## config.mk

```make
export PLATFORM = sky130hd
export DESIGN_NAME = mix_columns_seq
export DESIGN_NICKNAME = d
export VERILOG_FILES = /design/src/rtl/aes_pkg.sv /design/src/rtl/mix_column_unit.sv /design/src/rtl/mix_columns_seq.sv
export SDC_FILE = /design/constraint.sdc
export NUM_CORES = 1
export LEC_CHECK = 0
export CORE_MARGIN = 2
export CORE_UTILIZATION = 45
export CTS_BUF_LIST = sky130_fd_sc_hd__clkbuf_16
export DETAILED_ROUTE_END_ITERATION = 16
export PLACE_DENSITY = 0.83
export SYNTH_ARGS = -nofsm -noshare
export SYNTH_HDL_FRONTEND = slang
export SYNTH_SLANG_ARGS = --single-unit
export TNS_END_PERCENT = 1
```

## constraint.sdc

```tcl
create_clock -name clk -period 3.15 [get_ports clk]
set_input_delay 0.315 -clock clk [delete_from_list [all_inputs] [get_ports clk]]
set_output_delay 0.315 -clock clk [all_outputs]
set_load 0.1 [all_outputs]
```

## src/rtl/aes_pkg.sv

```systemverilog
// Shared AES definitions: GF(2^8) helpers, MixColumns coefficients and the
// state encoding used by the iterative column engine.
package aes_pkg;

    localparam logic [7:0] POLY = 8'h1B;

    // Element 0 is the most significant slice, matching FIPS-197 byte order.
    typedef logic [0:3][7:0]  column_t;
    typedef logic [0:3][31:0] state_t;

    localparam column_t FWD_COEF = {8'h02, 8'h03, 8'h01, 8'h01};
    localparam column_t INV_COEF = {8'h0E, 8'h0B, 8'h0D, 8'h09};

    typedef enum logic [1:0] {IDLE, BUSY, DONE} fsm_state_t;

    function automatic logic [7:0] xtime(input logic [7:0] b);
        return {b[6:0], 1'b0} ^ (b[7] ? POLY : 8'h00);
    endfunction

    // Only ever called with a constant c, so this folds into an xtime/XOR net.
    function automatic logic [7:0] gf_mul_const(input logic [7:0] b, input logic [7:0] c);
        logic [7:0] acc;
        logic [7:0] p;
        acc = '0;
        p   = b;
        for (int i = 0; i < 8; i++) begin
            if (c[i]) acc ^= p;
            p = xtime(p);
        end
        return acc;
    endfunction

    function automatic logic [1:0] col_idx(input logic [1:0] base, input int offset);
        return base + 2'(offset);
    endfunction

    function automatic logic [1:0] row_idx(input int row, input int shift);
        return 2'(row + shift);
    endfunction

endpackage

```

## src/rtl/mix_column_unit.sv

```systemverilog
// Combinational forward/inverse MixColumns for a single 32-bit column.
module mix_column_unit
    import aes_pkg::*;
(
    input  logic [31:0] col_in,
    input  logic        inverse,
    output logic [31:0] col_out
);

    column_t a;
    column_t fwd_r;
    column_t inv_r;

    assign a = col_in;

    // Both transforms use fixed coefficients; muxing the results rather than
    // the coefficients keeps every product a constant multiply.
    // NOTE: every always_comb output gets a default before the loops so no latch is inferred.
    always_comb begin
        fwd_r = '0;
        inv_r = '0;
        for (int i = 0; i < 4; i++) begin
            for (int j = 0; j < 4; j++) begin
                fwd_r[i] ^= gf_mul_const(a[row_idx(i, j)], FWD_COEF[j]);
                inv_r[i] ^= gf_mul_const(a[row_idx(i, j)], INV_COEF[j]);
            end
        end
    end

    assign col_out = inverse ? inv_r : fwd_r;

endmodule

```

## src/rtl/mix_columns_seq.sv

```systemverilog
// Iterative AES MixColumns engine: COLS_PER_CYCLE columns per cycle, with
// valid/ready handshakes on both sides and one block in flight.
module mix_columns_seq
    import aes_pkg::*;
#(
    parameter int COLS_PER_CYCLE = 1
) (
    input  logic         clk,
    input  logic         rst,
    input  logic         in_valid,
    output logic         in_ready,
    input  logic [127:0] state_in,
    input  logic         inverse,
    output logic         out_valid,
    input  logic         out_ready,
    output logic [127:0] state_out
);

    generate
        if (COLS_PER_CYCLE != 1 && COLS_PER_CYCLE != 2 && COLS_PER_CYCLE != 4) begin : g_bad_cols
            $error("mix_columns_seq: COLS_PER_CYCLE must be 1, 2 or 4");
        end
    endgenerate

    // For 4 columns per cycle the step wraps to 0, so cnt simply stays at 0.
    localparam logic [1:0] CNT_STEP = 2'(COLS_PER_CYCLE);
    localparam logic [1:0] LAST_CNT = 2'(4 - COLS_PER_CYCLE);

    fsm_state_t  state;
    fsm_state_t  state_nxt;
    logic [1:0]  cnt;
    logic        mode;
    state_t      work;
    logic [31:0] col_res [COLS_PER_CYCLE];

    generate
        for (genvar g = 0; g < COLS_PER_CYCLE; g++) begin : g_unit
            mix_column_unit u_col (
                .col_in  (work[col_idx(cnt, g)]),
                .inverse (mode),
                .col_out (col_res[g])
            );
        end
    endgenerate

    // NOTE: sequential state uses non-blocking assignments so every register samples pre-edge values.
    always_ff @(posedge clk) begin
        if (rst) state <= IDLE;
        else     state <= state_nxt;
    end

    always_comb begin
        state_nxt = state;
        unique case (state)
            IDLE:    if (in_valid)        state_nxt = BUSY;
            BUSY:    if (cnt == LAST_CNT) state_nxt = DONE;
            DONE:    if (out_ready)       state_nxt = IDLE;
            default:                      state_nxt = IDLE;
        endcase
    end

    // Outputs decode the registered state only; no input reaches them combinationally.
    always_comb begin
        in_ready  = (state == IDLE);
        out_valid = (state == DONE);
        state_out = (state == DONE) ? work : '0;
    end

    // NOTE: the working register is reset too, so an aborted block leaves no trace.
    always_ff @(posedge clk) begin
        if (rst) begin
            work <= '0;
            mode <= 1'b0;
            cnt  <= '0;
        end else if (state == IDLE && in_valid) begin
            work <= state_in;
            mode <= inverse;
            cnt  <= '0;
        end else if (state == BUSY) begin
            for (int g = 0; g < COLS_PER_CYCLE; g++) begin
                work[col_idx(cnt, g)] <= col_res[g];
            end
            cnt <= cnt + CNT_STEP;
        end
    end

endmodule

```

==> impl_metrics.tcl, run 1 <==
set metrics [dict create \
    ys_types 42 \
    cts_tree "built" \
    async_flop_share_pct 0 \
    grt_pass1_vias 9873 \
    syn_nets 1195 \
    crit_chain "buf_12 -> mux4_2 -> xnor2_2 -> xnor3_2 -> xnor3_1 -> nand2_1 -> xnor2_2 -> nand2_1 -> a21oi_1" \
    hpwl_mm 28.3 \
    io_buffers 262 \
    vias 10001 \
    cts_made_buffers 17 \
    worstPathMaxFanout 14 \
    crit_type "register to register" \
    ys_seq_area_share_pct 27.4 \
    final_max_slew_viol_count 0 \
    cp.required_ns 3.51 \
    core_area_um2 21100 \
    ys_warn_count 0 \
    hold_class "input port to register" \
    dr.pass1.iters 9 \
    drtAntennaViolNets 0 \
    finalSetupViolations 13 \
    critical-path-slowest-cell "mux4_2" \
    grt_antenna_before_repair 0 \
    start_util_pct 46.1 \
    outcome "finished with violations" \
    die_w_um 151 \
    worst_slack_ns -0.0580 \
    worst_pin_slew_ns 1.09 \
    areaGrowthSynthToFinish_pct 41.7 \
    wl_mm 38.8 \
    clock_path_buffers 2 \
    grt_pass1_wl_mm 57.1 \
    root_buffer "clkbuf_16" \
    synth.avg_cell_area_um2 9.18 \
    antenna_cells 0 \
    maxCapViolCount 0 \
    ys.flop_type "dfxtp_1" \
    fin_crit_sh_pct 102 \
    cts_hold_buf 0 \
    leakage_nw 5.60 \
    cts_sinks 133 \
    design.die.area_um2 22800 \
    synth_cells 1058 \
    via_per_inst 6.09 \
    ys_ff_latch 133 \
    grt_setup_unrepaired "yes" \
    syn_area_um2 9710 \
    grt.overflow.total 0 \
    power.density_nw_per_um2 1090 \
    grt_max_degree 80 \
    skew_ns 0.00981 \
    crit_path_end_kind "register" \
    path_clk_slew_ns 0.06 \
    io_pins 263 \
    fin_crit_ns 3.21 \
    h-tree-depth 4 \
    drive_gt1_share_pct 27.1 \
    rows 53 \
    gp_congestion 1.07 \
    track_usage_pct 33.5 \
    wl_per_cell_um 23.6 \
    fmax_ghz 0.312 \
    synth_edf_count 0 \
    start_kind "register" \
    fp.dieH_um 151 \
    arrival_ns 3.56 \
    insertion_delay_ns 0.43 \
    num-nets-final 1491 \
    hold_violations 0 \
    relSlewSlack_pct 27.4 \
    setup_tns_ns -0.430 \
    failed_checks "negative setup slack" \
    drt_iter0_markers 1218 \
    drc 0 \
    total_power_mw 15.0 \
    vdd.ir_drop.worst_v 0.000782 \
    slowest_delay_ns 0.63 \
]
==> cells in the mapped netlist (2+ instances only) <==
| cell type | number | area, µm² |
|---|---|---|
| and2_1 | 140 | 876 |
| dfxtp_1 | 133 | 2660 |
| a22oi_1 | 125 | 938 |
| xnor2_1 | 123 | 1080 |
| a21oi_1 | 105 | 526 |
| clkbuf_1 | 71 | 267 |
| nand2_1 | 71 | 267 |
| xor2_1 | 35 | 307 |
| nor2_1 | 34 | 128 |
| mux4_2 | 32 | 721 |
| o22ai_1 | 32 | 200 |
| xnor3_1 | 24 | 541 |
| o21ai_0 | 19 | 95.1 |
| xnor2_2 | 12 | 195 |
| buf_2 | 11 | 55.1 |
| mux2i_1 | 8 | 80.1 |
| nand3b_1 | 8 | 60.1 |
| buf_1 | 7 | 26.3 |
| nor3_1 | 7 | 35.0 |
| buf_6 | 6 | 67.6 |
| nand2b_1 | 6 | 37.5 |
| a211o_1 | 4 | 35.0 |
| a22o_1 | 4 | 35.0 |
| a31oi_1 | 4 | 25.0 |
| ha_1 | 4 | 50.1 |
| inv_1 | 4 | 15.0 |
| buf_4 | 3 | 22.5 |
| nor3b_1 | 3 | 22.5 |
| xor2_2 | 3 | 48.8 |
| xor3_1 | 3 | 71.3 |
| nand3_1 | 2 | 10.0 |
| nor2b_1 | 2 | 12.5 |
| o21ai_1 | 2 | 10.0 |
| xnor2_4 | 2 | 55.1 |
| xor3_2 | 2 | 50.1 |
==> flip-flops by register name, summed over array words and instances (netlist names) <==
signal / cells
cnt: 2
mode: 1
state: 2
work: 128
==> critical path: cells and delay by family (launching register included) <==
kind,cells,cell delay (ns)
compound gates,1,0.15
buf+inv,1,0.18
flops,1,0.35
simple gates,2,0.18
xor+xnor,4,1.61
mux,1,0.63
==> layer usage <==
| layer | share of wire [%] | track usage [%] |
|---|---|---|
| met3 | 12 | 8.07 |
| met4 | 3.7 | 14.4 |
| met2 | 47 | 52.6 |
| met5 | 0 | 0 |
| met1 | 38 | 44.1 |
==> cell usage in the layout (no fill, tap or decap), drive strengths merged, types with 34 or more instances in the layout <==
cell type and instances:
a22oi 125, a21oi 106, xor2 39, nor2 34, dfxtp 133, buf 245, and2 140, xnor2 137
nand2 71, clkdlybuf4s50 131
==> cells by family after synthesis <==
logic type                 after synthesis  share of synthesized area, %
AOI/OAI and AO/OA                      298                          19.5
xor gates and xnor gates               205                          24.4
adders and majority gates                4                         0.515
buffers and inverters                  103                          4.82
DFF                                    133                          27.4
muxes                                   40                          8.24
and+or+nand+nor                        275                          15.1
==> final cells by class <==
type                            count  area [µm²]
Fill cell                        1658        7320
Multi-Input combinational cell    822        6830
Timing Repair Buffer              376        3270
Sequential cell                   133        2670
Clock buffer                       17         425
Tap cell                          275         344
Clock inverter                     15         219
Inverter                            4        15.0
==> through the flow <==
step | cells | worst slack [ns] | utilization, % | area, µm² | hold WS [ns]
floorplan | 1058 | 0.00610 | - | 9710 | 0.454
global placement | 1602 | -0.0457 | 60.9 | 12800 | 0.488
detailed placement | 1602 | -0.0948 | 60.9 | 12800 | 0.497
CTS | 1635 | -0.0334 | 64.3 | 13600 | 0.407
global route | 1642 | -0.137 | 65.3 | 13800 | 0.455
finish | 1642 | -0.0580 | 65.3 | 13800 | 0.430
==> worst paths after layout <==
check                         from               endpoint  slack [ns]  cells past startpoint
max            cnt[0]$_SDFFE_PP0P_  work[77]$_SDFFE_PP0P_       -0.06                      9
min                            rst  work[59]$_SDFFE_PP0P_        0.43                      2
max reg2reg    cnt[0]$_SDFFE_PP0P_  work[77]$_SDFFE_PP0P_       -0.06                      9
min reg2reg  state[1]$_SDFFE_PP0P_  state[0]$_SDFFE_PP0P_        0.51                      1
==> report_power, final <==
| part | internal, mW | total, mW | switching (mW) |
|---|---|---|---|
| logic | 5.26 | 10.6 | 5.38 |
| registers | 1.93 | 2.17 | 0.241 |
| clock network | 1.35 | 2.21 | 0.861 |
==> repair_timing <==
item,4_1_cts,5_1_grt
endpoints found under the setup margin,37,81
pin swaps,2,5
buffers inserted,1,7
gates resized for setup,11,28
gates cloned,0,0
Power figures use the tool's default switching activity.
==> inputs of run 2 (changes only) <==
--- a/config.mk
+++ b/config.mk
@@ -5,7 +5,6 @@
 export SDC_FILE = /design/constraint.sdc
 export NUM_CORES = 1
 export LEC_CHECK = 0
-export CORE_MARGIN = 2
 export CORE_UTILIZATION = 45
 export CTS_BUF_LIST = sky130_fd_sc_hd__clkbuf_16
 export DETAILED_ROUTE_END_ITERATION = 16
==> run 2 against run 1 <==
  * The run still ends with negative setup slack left
  * Count of clock-buffer cells in the layout unchanged
  * Clock skew rose by 0.00078 ns
  * Sequential share of layout area rose by 0.13 points
  * Via count down 1.9%
  * Cell area decreased by 0.59%
  * Critical path type unchanged
==> impl_metrics.tcl, run 2 (synthesis results as in run 1) <==
set metrics [dict create \
    fin_crit_sh_pct 103 \
    path_clk_slew_ns 0.06 \
    fill_cells 1704 \
    grt_antenna_before_repair 0 \
    timing.rr.start "cnt[0]$_SDFFE_PP0P_" \
    r2r_end "work[53]$_SDFFE_PP0P_" \
    hold_class "input port to register" \
    cts_hold_buf 0 \
    largest_register_ff_count 128 \
    vdd.ir_drop.worst_v 0.000709 \
    track_usage_pct 34.0 \
    clock_path_buffers 2 \
    grt_setup_unrepaired "yes" \
    maxCapViolCount 0 \
    wl_per_cell_um 23.0 \
    cts_sinks 133 \
    crit_end "work[53]$_SDFFE_PP0P_" \
    mostFrequentLayoutCells "225 x buf_4, 138 x and2_1, 131 x clkdlybuf4s50_1, 131 x dfxtp_1, 125 x a22oi_1" \
    relSlewSlack_pct 27.7 \
    crit_type "register to register" \
    worstPathMaxFanout 12 \
    r2r_slack_ns -0.10 \
    fmax_ghz 0.307 \
    cts_made_buffers 17 \
    drive_gt1_share_pct 26.7 \
    root_buffer "clkbuf_16" \
    pre_cts_ws_ns -0.0949 \
    wl_mm 37.6 \
    r2r_cells 12 \
    core_area_um2 21100 \
    grt.overflow.total 0 \
    fin_cells 1633 \
    fin_crit_ns 3.25 \
    top_regs "work x128, cnt x2, state x2" \
    cp.required_ns 3.45 \
    io_buffers 262 \
    grt_pass1_wl_mm 56.2 \
    hpwl_mm 27.8 \
    start_kind "register" \
    worst_pin_slew_ns 1.08 \
    drc 0 \
    grt_max_degree 97 \
    finalSetupViolations 5 \
    h-tree-depth 4 \
    num-nets-final 1482 \
    die_w_um 149 \
    vias 9812 \
    dr.pass1.iters 8 \
    power.density_nw_per_um2 1100 \
    grt_pass1_vias 9707 \
    gp_congestion 0.953 \
    hold_violations 0 \
    fp.dieH_um 149 \
    drtAntennaViolNets 0 \
    crit_path_end_kind "register" \
    drt_iter0_markers 1136 \
    arrival_ns 3.55 \
    outcome "finished with violations" \
    cts_tree "built" \
    skew_ns 0.0106 \
    startpoint "cnt[0]$_SDFFE_PP0P_" \
    placed_cell_area_um2 12800 \
    areaGrowthSynthToFinish_pct 40.9 \
    regMostFlops "work" \
    final_max_slew_viol_count 0 \
    insertion_delay_ns 0.43 \
    design.die.area_um2 22200 \
    fin_area_um2 13700 \
    via_per_inst 6.01 \
    rows 53 \
    failed_checks "negative setup slack" \
    placedCellCount 1599 \
    antenna_cells 0 \
    total_power_mw 15.1 \
    start_util_pct 46.1 \
    worst_slack_ns -0.102 \
    final_common_cell "buf_4" \
    io_pins 263 \
    leakage_nw 5.53 \
]
## run 2: cell types whose count changed in the layout (fill, tap and decap cells not counted), moves of 2 or more
cell | before | now
buf_4 | 233 | 225
xor2_1 | 34 | 29
xor2_2 | 3 | 8
xnor2_2 | 26 | 22
inv_8 | 3 | 0
xnor2_1 | 106 | 109
clkinv_2 | 1 | 3
o21ai_0 | 18 | 16
## run 2: routing by layer
| metal | track usage (%) | part of all wire [%] | up-vias |
|---|---|---|---|
| met1 | 44.8 | 39 | 4717 |
| met4 | 13.9 | 3.6 | 0 |
| met3 | 8.29 | 11 | 109 |
| met5 | 0 | 0 | - |
| li1 | - | - | 4313 |
| met2 | 53.0 | 47 | 673 |
## run 2: final cells by class
class,count,area (µm²),share of cell area [%]
Timing Repair Buffer,367,3190,23.3
Clock inverter,15,178,1.30
Tap cell,275,344,2.51
Inverter,4,15.0,0.110
Sequential cell,133,2670,19.5
Clock buffer,17,425,3.11
Multi-Input combinational cell,822,6860,50.2
## run 2: critical path, cell delays in order, from the launching register on
cell,delay [ns]
dfxtp_4,0.36
buf_12,0.15
mux4_2,0.60
xor2_1,0.24
buf_4,0.17
xnor3_2,0.44
xnor2_2,0.17
buf_4,0.14
xnor2_1,0.11
a21oi_1,0.16
xor2_1,0.26
buf_4,0.20
o22ai_1,0.09
## run 2: what timing repair did
action	in CTS	in global routing
pin swaps	6	6
setup endpoints to repair	26	88
resized for setup	13	34
buffers inserted	2	0
gates cloned	0	0
## run 2: worst min path at each step
stage	startpoint	cells after the start	endpoint
2_1_floorplan	inverse	2	mode$_SDFFE_PP0P_
3_5_place_dp	state[1]$_SDFFE_PP0P_	1	state[0]$_SDFFE_PP0P_
4_1_cts	rst	2	work[19]$_SDFFE_PP0P_
3_3_place_gp	state[1]$_SDFFE_PP0P_	1	state[0]$_SDFFE_PP0P_
5_1_grt	rst	2	work[95]$_SDFFE_PP0P_
6_report	rst	2	work[51]$_SDFFE_PP0P_
## run 2: metrics by stage
stage	TNS (ns)	util [%]	hold slack, ns
detailed placement	-0.727	60.7	0.498
finish	-0.391	64.9	0.303
global route	-1.96	64.9	0.311
floorplan	0	-	0.454
CTS	-0.0317	64.1	0.297
global placement	-0.405	60.7	0.492
## run 2: power by group
group / internal, mW / leakage (nW) / total (mW) / switching (mW)
clock network: 1.25 / 0.300 / 2.07 / 0.822
logic: 5.30 / 4.14 / 10.8 / 5.53
registers: 1.93 / 1.09 / 2.17 / 0.240
total: 8.48 / 5.53 / 15.1 / 6.59
